===== config.mk =====
export PLATFORM = sky130hd
export DESIGN_NAME = musa_fetch_unit
export DESIGN_NICKNAME = d
export VERILOG_FILES = /design/src/rtl/musa_pkg.sv /design/src/rtl/musa_fetch_queue.sv /design/src/rtl/musa_fetch_unit.sv
export SDC_FILE = /design/constraint.sdc
export NUM_CORES = 1
export LEC_CHECK = 0
export CAP_MARGIN = 10
export CORE_AREA = 2 2 107 186
export DETAILED_ROUTE_END_ITERATION = 6
export DIE_AREA = 0 0 109 188
export HOLD_SLACK_MARGIN = 0.06
export PLACE_DENSITY = 0.92
export SLEW_MARGIN = 20
export SYNTH_ARGS = -nofsm -noshare
export SYNTH_HDL_FRONTEND = slang
export SYNTH_SLANG_ARGS = --single-unit
export TNS_END_PERCENT = 20

===== constraint.sdc =====
create_clock -name clk -period 11.67 [get_ports clk]
set_input_delay 1.167 -clock clk [delete_from_list [all_inputs] [get_ports clk]]
set_output_delay 1.167 -clock clk [all_outputs]
set_load 0.1 [all_outputs]

===== src/rtl/musa_pkg.sv =====
`default_nettype none
// ============================================================================
// Module      : musa_pkg
// Description : Shared widths, reset PC and prefetch queue entry type for the
//               MUSA instruction fetch stage.
// Revision    : 1.0 - initial release
// ============================================================================
package musa_pkg;

    localparam int              MUSA_ADDR_W   = 18;
    localparam int              MUSA_INSTR_W  = 32;
    localparam logic [17:0]     MUSA_RESET_PC = 18'h0;

    // One buffered instruction, tagged with the word address it came from.
    typedef struct packed {
        logic [MUSA_ADDR_W-1:0]  pc;
        logic [MUSA_INSTR_W-1:0] instr;
    } fetch_entry_t;

    // Sequential word address; wraps silently at the top of the address space.
    function automatic logic [MUSA_ADDR_W-1:0] next_pc(input logic [MUSA_ADDR_W-1:0] pc);
        return pc + {{(MUSA_ADDR_W-1){1'b0}}, 1'b1};
    endfunction

endpackage
`default_nettype wire


===== src/rtl/musa_fetch_queue.sv =====
`default_nettype none
// ============================================================================
// Module      : musa_fetch_queue
// Description : Small synchronous FIFO of {pc, instr} entries. The head is
//               read straight out of the storage flops, so it is stable
//               whenever the queue is not popped. Flush empties the queue
//               and wins over push/pop.
// Revision    : 1.0 - initial release
// ============================================================================
module musa_fetch_queue
    import musa_pkg::*;
#(
    parameter int DEPTH = 4,
    localparam int PTR_W = $clog2(DEPTH),
    localparam int CNT_W = $clog2(DEPTH) + 1
) (
    input  logic               clk,
    input  logic               rst,
    input  logic               push,
    input  fetch_entry_t       push_data,
    input  logic               pop,
    input  logic               flush,
    output fetch_entry_t       head,
    output logic [CNT_W-1:0]   count,
    output logic               full,
    output logic               empty
);

    logic [PTR_W-1:0] r_rd_ptr;
    logic [PTR_W-1:0] r_wr_ptr;
    logic [CNT_W-1:0] r_count;
    fetch_entry_t     r_mem [DEPTH];

    logic             w_do_pop;
    logic             w_do_push;

    assign full      = (r_count == CNT_W'(DEPTH));
    assign empty     = (r_count == '0);
    assign count     = r_count;
    assign head      = r_mem[r_rd_ptr];

    // A pop on an empty queue is meaningless; a push into a full queue is only
    // legal when the head leaves in the same cycle.
    assign w_do_pop  = pop && !empty;
    assign w_do_push = push && (!full || w_do_pop);

    // Storage, pointers and occupancy; pointers wrap naturally (power-of-two depth).
    always_ff @(posedge clk or posedge rst) begin
        if (rst) begin
            r_rd_ptr <= '0;
            r_wr_ptr <= '0;
            r_count  <= '0;
            for (int i = 0; i < DEPTH; i++) begin
                r_mem[i] <= '0;
            end
        end else if (flush) begin
            r_rd_ptr <= '0;
            r_wr_ptr <= '0;
            r_count  <= '0;
        end else begin
            if (w_do_push) begin
                r_mem[r_wr_ptr] <= push_data;
                r_wr_ptr        <= r_wr_ptr + PTR_W'(1);
            end
            if (w_do_pop) begin
                r_rd_ptr <= r_rd_ptr + PTR_W'(1);
            end
            case ({w_do_push, w_do_pop})
                2'b10:   r_count <= r_count + CNT_W'(1);
                2'b01:   r_count <= r_count - CNT_W'(1);
                default: r_count <= r_count;
            endcase
        end
    end

    // The issue logic upstream must never let the queue overflow.
    a_no_overflow: assert property (@(posedge clk) disable iff (rst)
        !(push && full && !pop && !flush));

endmodule
`default_nettype wire


===== src/rtl/musa_fetch_unit.sv =====
`default_nettype none
// ============================================================================
// Module      : musa_fetch_unit
// Description : Instruction fetch stage. Issues reads to a one-cycle-latency
//               instruction memory, tags returned words with their PC, buffers
//               them in a prefetch queue and presents them to decode over a
//               valid/ready handshake. Supports redirect (flush) and halt.
// Revision    : 1.0 - initial release
// ============================================================================
module musa_fetch_unit
    import musa_pkg::*;
#(
    parameter int                ADDR_W      = MUSA_ADDR_W,
    parameter int                INSTR_W     = MUSA_INSTR_W,
    parameter int                QUEUE_DEPTH = 4,
    parameter logic [ADDR_W-1:0] RESET_PC    = MUSA_RESET_PC
) (
    input  logic                          clk,
    input  logic                          rst,
    output logic [ADDR_W-1:0]             imem_addr,
    output logic                          imem_rd_en,
    input  logic [INSTR_W-1:0]            imem_q,
    input  logic                          redirect_valid,
    input  logic [ADDR_W-1:0]             redirect_pc,
    input  logic                          halt,
    output logic                          instr_valid,
    output logic [INSTR_W-1:0]            instr,
    output logic [ADDR_W-1:0]             instr_pc,
    input  logic                          instr_ready,
    output logic [$clog2(QUEUE_DEPTH):0]  queue_count
);

    localparam int CNT_W = $clog2(QUEUE_DEPTH) + 1;
    localparam int OCC_W = CNT_W + 1;

    logic [ADDR_W-1:0] r_fetch_pc;
    logic              r_inflight;
    logic [ADDR_W-1:0] r_inflight_pc;

    logic [OCC_W-1:0]  w_occupancy;
    logic              w_issue;
    logic              w_push;
    logic              w_pop;
    logic              w_full;
    logic              w_empty;
    fetch_entry_t      w_push_data;
    fetch_entry_t      w_head;

    // Committed slots: words already queued plus the one still coming back
    // from memory. No credit is taken for a pop happening this cycle.
    assign w_occupancy = {1'b0, queue_count} + {{CNT_W{1'b0}}, r_inflight};

    // rst is in the issue term so the read strobe is low while reset is held.
    assign w_issue = !rst && !halt && !redirect_valid && !w_full
                   && (w_occupancy < OCC_W'(QUEUE_DEPTH));

    assign imem_rd_en = w_issue;
    assign imem_addr  = r_fetch_pc;

    // A returning word is dropped if a redirect flushes in the same cycle.
    assign w_push            = r_inflight && !redirect_valid;
    assign w_push_data.pc    = r_inflight_pc;
    assign w_push_data.instr = imem_q;
    assign w_pop             = instr_valid && instr_ready && !redirect_valid;

    assign instr_valid = !w_empty;
    assign instr       = w_head.instr;
    assign instr_pc    = w_head.pc;

    // Fetch PC and the single outstanding memory read; redirect overrides all.
    always_ff @(posedge clk or posedge rst) begin
        if (rst) begin
            r_fetch_pc    <= RESET_PC;
            r_inflight    <= 1'b0;
            r_inflight_pc <= '0;
        end else if (redirect_valid) begin
            r_fetch_pc    <= redirect_pc;
            r_inflight    <= 1'b0;
        end else begin
            r_inflight <= w_issue;
            if (w_issue) begin
                r_inflight_pc <= r_fetch_pc;
                r_fetch_pc    <= next_pc(r_fetch_pc);
            end
        end
    end

    musa_fetch_queue #(
        .DEPTH (QUEUE_DEPTH)
    ) u_queue (
        .clk       (clk),
        .rst       (rst),
        .push      (w_push),
        .push_data (w_push_data),
        .pop       (w_pop),
        .flush     (redirect_valid),
        .head      (w_head),
        .count     (queue_count),
        .full      (w_full),
        .empty     (w_empty)
    );

endmodule
`default_nettype wire


### After elaboration in Yosys (flattened, before gate mapping)

Cells that the tools add are included.

| word-level totals | value |
|---|---|
| output and inout port bits | 73 |
| input bits | 55 |
| flip-flop bits (word level) | 244 |

| operators by class | value |
|---|---|
| magnitude comparators | 4 |
| mux-type cells | 15 |
| bitwise gates (word level) | 3 |
| reduce and logical (&&, ||, !) cells | 23 |
| add/sub/neg operators | 6 |
| equal/unequal tests | 3 |

Operators with widths:

| cell | number |
|---|---|
| bitwise mux 200 bit | 1 |
| 2-to-1 mux 50 bit | 3 |
| binary-select mux 50 bit (select 2 bit) | 1 |
| demux 50 bit (select 2 bit) | 1 |
| 2-to-1 mux 18 bit | 2 |
| adder 18 x 1 -> 18 bit (second input constant) | 1 |
| logical AND 1 bit | 10 |
| 2-to-1 mux 2 bit | 4 |
| >= comparator 3 bit (second input constant) | 2 |
| inverter 2 -> 3 bit | 2 |
| case mux 3 bit (2 select lines) | 1 |
| nonzero test 2 bit | 3 |
| zero test 1 bit | 5 |
| adder 2 x 1 -> 2 bit (second input constant) | 2 |
| adder 3 x 1 -> 4 bit | 1 |
| < comparator 4 x 3 -> 1 bit (second input constant) | 1 |
| AND reduction 2 bit | 2 |
| adder 3 x 1 -> 3 bit (second input constant) | 1 |
| equality test 3 bit (second input constant) | 1 |
| zero test 3 bit | 1 |
| < comparator 3 x 1 -> 1 bit (second input constant) | 1 |
| 2-to-1 mux 3 bit | 1 |
| nonzero test 3 bit | 1 |
| subtractor 3 x 1 -> 3 bit (second input constant) | 1 |
| other kinds (5) | 5 |

### Longest topological paths before layout

| logic depth | value |
|---|---|
| depth after elaboration | 10 |
| depth in mapped cells | 9 |

### Cells and area by module

Synthesis repeated with hierarchy kept, for this count alone.

| unflattened totals | value |
|---|---|
| cells, all modules | 714 |
| area total of the unflattened synthesis | 10970.5 µm² |

Modules (own cells, without submodules):

| module | instances | area each (µm²) | cells each | sequential area each (µm²) |
|---|---|---|---|---|
| musa_fetch_queue | 1 | 9156.3 | 548 | 5180.0 |
| musa_fetch_unit | 1 | 1814.2 | 166 | 925.9 |

### Worst setup path before layout

OpenSTA, ideal clock, no wires.

| timing | value |
|---|---|
| path type | in2out |
| start | input port redirect_valid |
| end | output port imem_rd_en |
| data required time | 10.503 ns |
| data arrival time | 3.055 ns |
| path slack | 7.448 ns |
| stages | 5 |
| path buffers | 2 |
| cells stage by stage | nor4_1 -> nand2_1 -> inv_1 -> buf_2 -> buf_1 |

| on the way | value |
|---|---|
| longest elaborated chain between the ends | 4 |

RTL lines:

| what | line | text |
|---|---|---|
| start: declaration | musa_fetch_unit.sv:23 | `input logic redirect_valid,` |
| zero test 1 bit | musa_fetch_unit.sv:54 | `assign w_issue = !rst && !halt && !redirect_valid && !w_full` |
| logical AND 1 bit (2 in series) | musa_fetch_unit.sv:54 |  |
| logical AND 1 bit | musa_fetch_unit.sv:55 | `&& (w_occupancy < OCC_W'(QUEUE_DEPTH));` |
| end: declaration | musa_fetch_unit.sv:21 | `output logic imem_rd_en,` |

No other way between the ends.

### Worst setup path in the final report

Same ends and word-level chain as after synthesis.

==> impl_metrics.tcl <==
set metrics [dict create \
    maxCapViolCount 0 \
    syn_nets 807 \
    cp_slowest_stage_delay_ns 1.26 \
    die_x_um 109 \
    grt_pass1_vias 7123 \
    fin_nets 918 \
    post_cts.repair.setup_buffers 0 \
    core_mm2 0.0190 \
    ir_drop_v 0.000158 \
    crit_path_cell_trace "clkdlybuf4s50_1 > buf_4 > nor4_1 > nand2_1 > buf_4 > inv_1 > clkdlybuf4s50_1" \
    synth_ff_type "dfrtp_1" \
    dieArea_mm2 0.0205 \
    synth_area_leaders "dfrtp_1 56%, mux2_2 21%, mux4_2 10%" \
    top_layer_used "met4" \
    rsz0062_at_grt "false" \
    finalCriticalPeriod_ns 5.61 \
    synth_edf_count 0 \
    htree_levels 1 \
    fin_tns_setup_ns 0 \
    cts_buffers 22 \
    postRouteAntennaNets 0 \
    slew_violations 0 \
    r2r_slack_ns 9.15 \
    start_util 0.570 \
    dp.final_hpwl_um 13900 \
    wl_met3_um 964 \
    tritoncts "yes" \
    pin_count 128 \
    crit_required_ns 10.50 \
    utilization 0.688 \
    synth_most_common_cell "dfrtp_1" \
    avgSynthCellArea_um2 14.5 \
    postCtsHoldBufs 0 \
    hold_violations 0 \
    ys_warn_count 0 \
    wl_met1_um 8440 \
    synth_top_cell_by_area "dfrtp_1" \
    critPathSlowestCell "clkdlybuf4s50_1" \
    grt_use_total 0.228 \
    place.gp.congestion 0.810 \
    cts.sinks 244 \
    worstMarginPinSlew_ns 1.11 \
    maxClockFrequency_ghz 0.178 \
    power_density_mw_per_mm2 219 \
    wl_met2_um 12300 \
    cts_resized 0 \
    synth_cell_type_count 43 \
    rows 67 \
    vias_per_cell 5.96 \
    overflow 0 \
    totalWireLength_um 22200 \
    drc 0 \
    path_class "primary input to output pin" \
    drt-initial-drc-count 344 \
    worstPathMaxFanout 41 \
    synthArstFlopShare 1.00 \
    synth_top_area_share 0.563 \
    final_layout_size_suffix_gt1_frac 0.349 \
    status "completed" \
    synth_area_mm2 0.0108 \
    root_buffer "clkbuf_16" \
    grt_pass1_wl_um 36800 \
    routedWlPerCell_um 20.0 \
    yosysSeqAreaShare 0.563 \
    synth-seq-cells 244 \
    p_leak_nw 6.05 \
    maxSlewHeadroom 0.258 \
    hp-class "flip-flop to flip-flop" \
    num_antenna_cells 0 \
    num_vias 6622 \
    grt_max_degree 154 \
    whs_ns 0.501 \
    post-route-period-util 0.481 \
    area_delta_synth_final_pct 20.7 \
    finalSetupViolations 0 \
    finalPower_w 0.00287 \
    clock_latency_ns 0.50 \
    firstDrtPassIters 4 \
    syn_inst 746 \
    path_clk_slew_ns 0.06 \
    end_kind "output pin" \
    skew_ns 0.00599 \
    ys_top_cells_by_count "244 x dfrtp_1, 202 x mux2_2, 67 x nand2_1, 50 x mux4_2, 27 x buf_1" \
    antenna_found_initial 0 \
    die_h_um 188 \
    arrival_ns 4.44 \
    numPortBuffers 127 \
    clk_path_buf_depth 3 \
    crit_path_start_kind "primary input" \
]
-- per-stage QoR --
stage	setup WS (ns)	instance area, um^2	instances
final	6.06	13100	1112
after global routing	5.82	13100	1112
after CTS	6.06	13100	1112
after detailed placement	6.07	12300	1074
after global placement	6.10	12300	1074
after floorplan	3.80	10800	746
-- power breakdown --
| part | internal (W) | switching [W] |
|---|---|---|
| Combinational | 0.000320 | 0.000742 |
| Clock | 0.000454 | 0.000295 |
| Sequential | 0.000957 | 0.0000999 |
-- critical path, delay by kind of cell --
kind | cells | cell delay [ns]
and+or+nand+nor | 2 | 0.56
buffers and inverters | 5 | 2.69
-- per-layer routing --
metal	vias up	global-route usage
met3	36	0.0295
met5	-	0
li1	2956	-
met4	0	0.0754
met2	176	0.409
met1	3454	0.281
-- cell families (layout without fill, tap and decap cells) --
| kind of cell | Yosys count | after routing | synth area share |
|---|---|---|---|
| fa+ha+maj | 6 | 6 | 0.00762 |
| buf+inv | 62 | 187 | 0.0220 |
| xor+xnor | 4 | 4 | 0.00323 |
| mux | 258 | 258 | 0.319 |
| flops | 244 | 244 | 0.563 |
| compound gates | 43 | 43 | 0.0286 |
| simple gates | 129 | 129 | 0.0563 |
-- final cells by class --
type / instances / area (um^2)
timing repair buffer: 135 / 1340
tap: 241 / 302
clock buffer: 35 / 701
sequential: 244 / 6110
fill: 1242 / 5940
multi-input combinational: 440 / 4510
inverter: 14 / 65.1
clock inverter: 3 / 65.1
-- state kept, by name, indices dropped and copies added (netlist names) --
signal,flops
u_queue.r_rd_ptr,2
u_queue.r_mem,200
u_queue.count,3
u_queue.r_wr_ptr,2
imem_addr,18
r_inflight_pc,18
r_inflight,1
-- path summary, 6_finish.rpt --
kind	startpoint	end	cells after the start
setup reg to reg	u_queue.count[2]	imem_addr[13]	6
max in group asynchronous	rst	u_queue.r_rd_ptr[0]	3
setup / recovery	redirect_valid	imem_rd_en	7
hold reg to reg	u_queue.r_mem[72]	u_queue.r_mem[72]	1
min in group asynchronous	rst	imem_addr[10]	2
hold / removal	u_queue.r_mem[72]	u_queue.r_mem[72]	1
-- placed cells by master, fill, tap and decap left out, drive strengths merged, types with 6 or more instances in the layout --
| cell | instances |
|---|---|
| or3 | 6 |
| mux4 | 50 |
| mux2i | 6 |
| inv | 13 |
| clkdlybuf4s50 | 127 |
| dfrtp | 244 |
| mux2 | 202 |
| clkbuf | 35 |
| nand2 | 67 |
| buf | 8 |
| or4 | 7 |
| nand3 | 15 |
| o21ai | 13 |
| nor2 | 10 |
| nand4 | 6 |
Power figures use the tool's default switching activity.
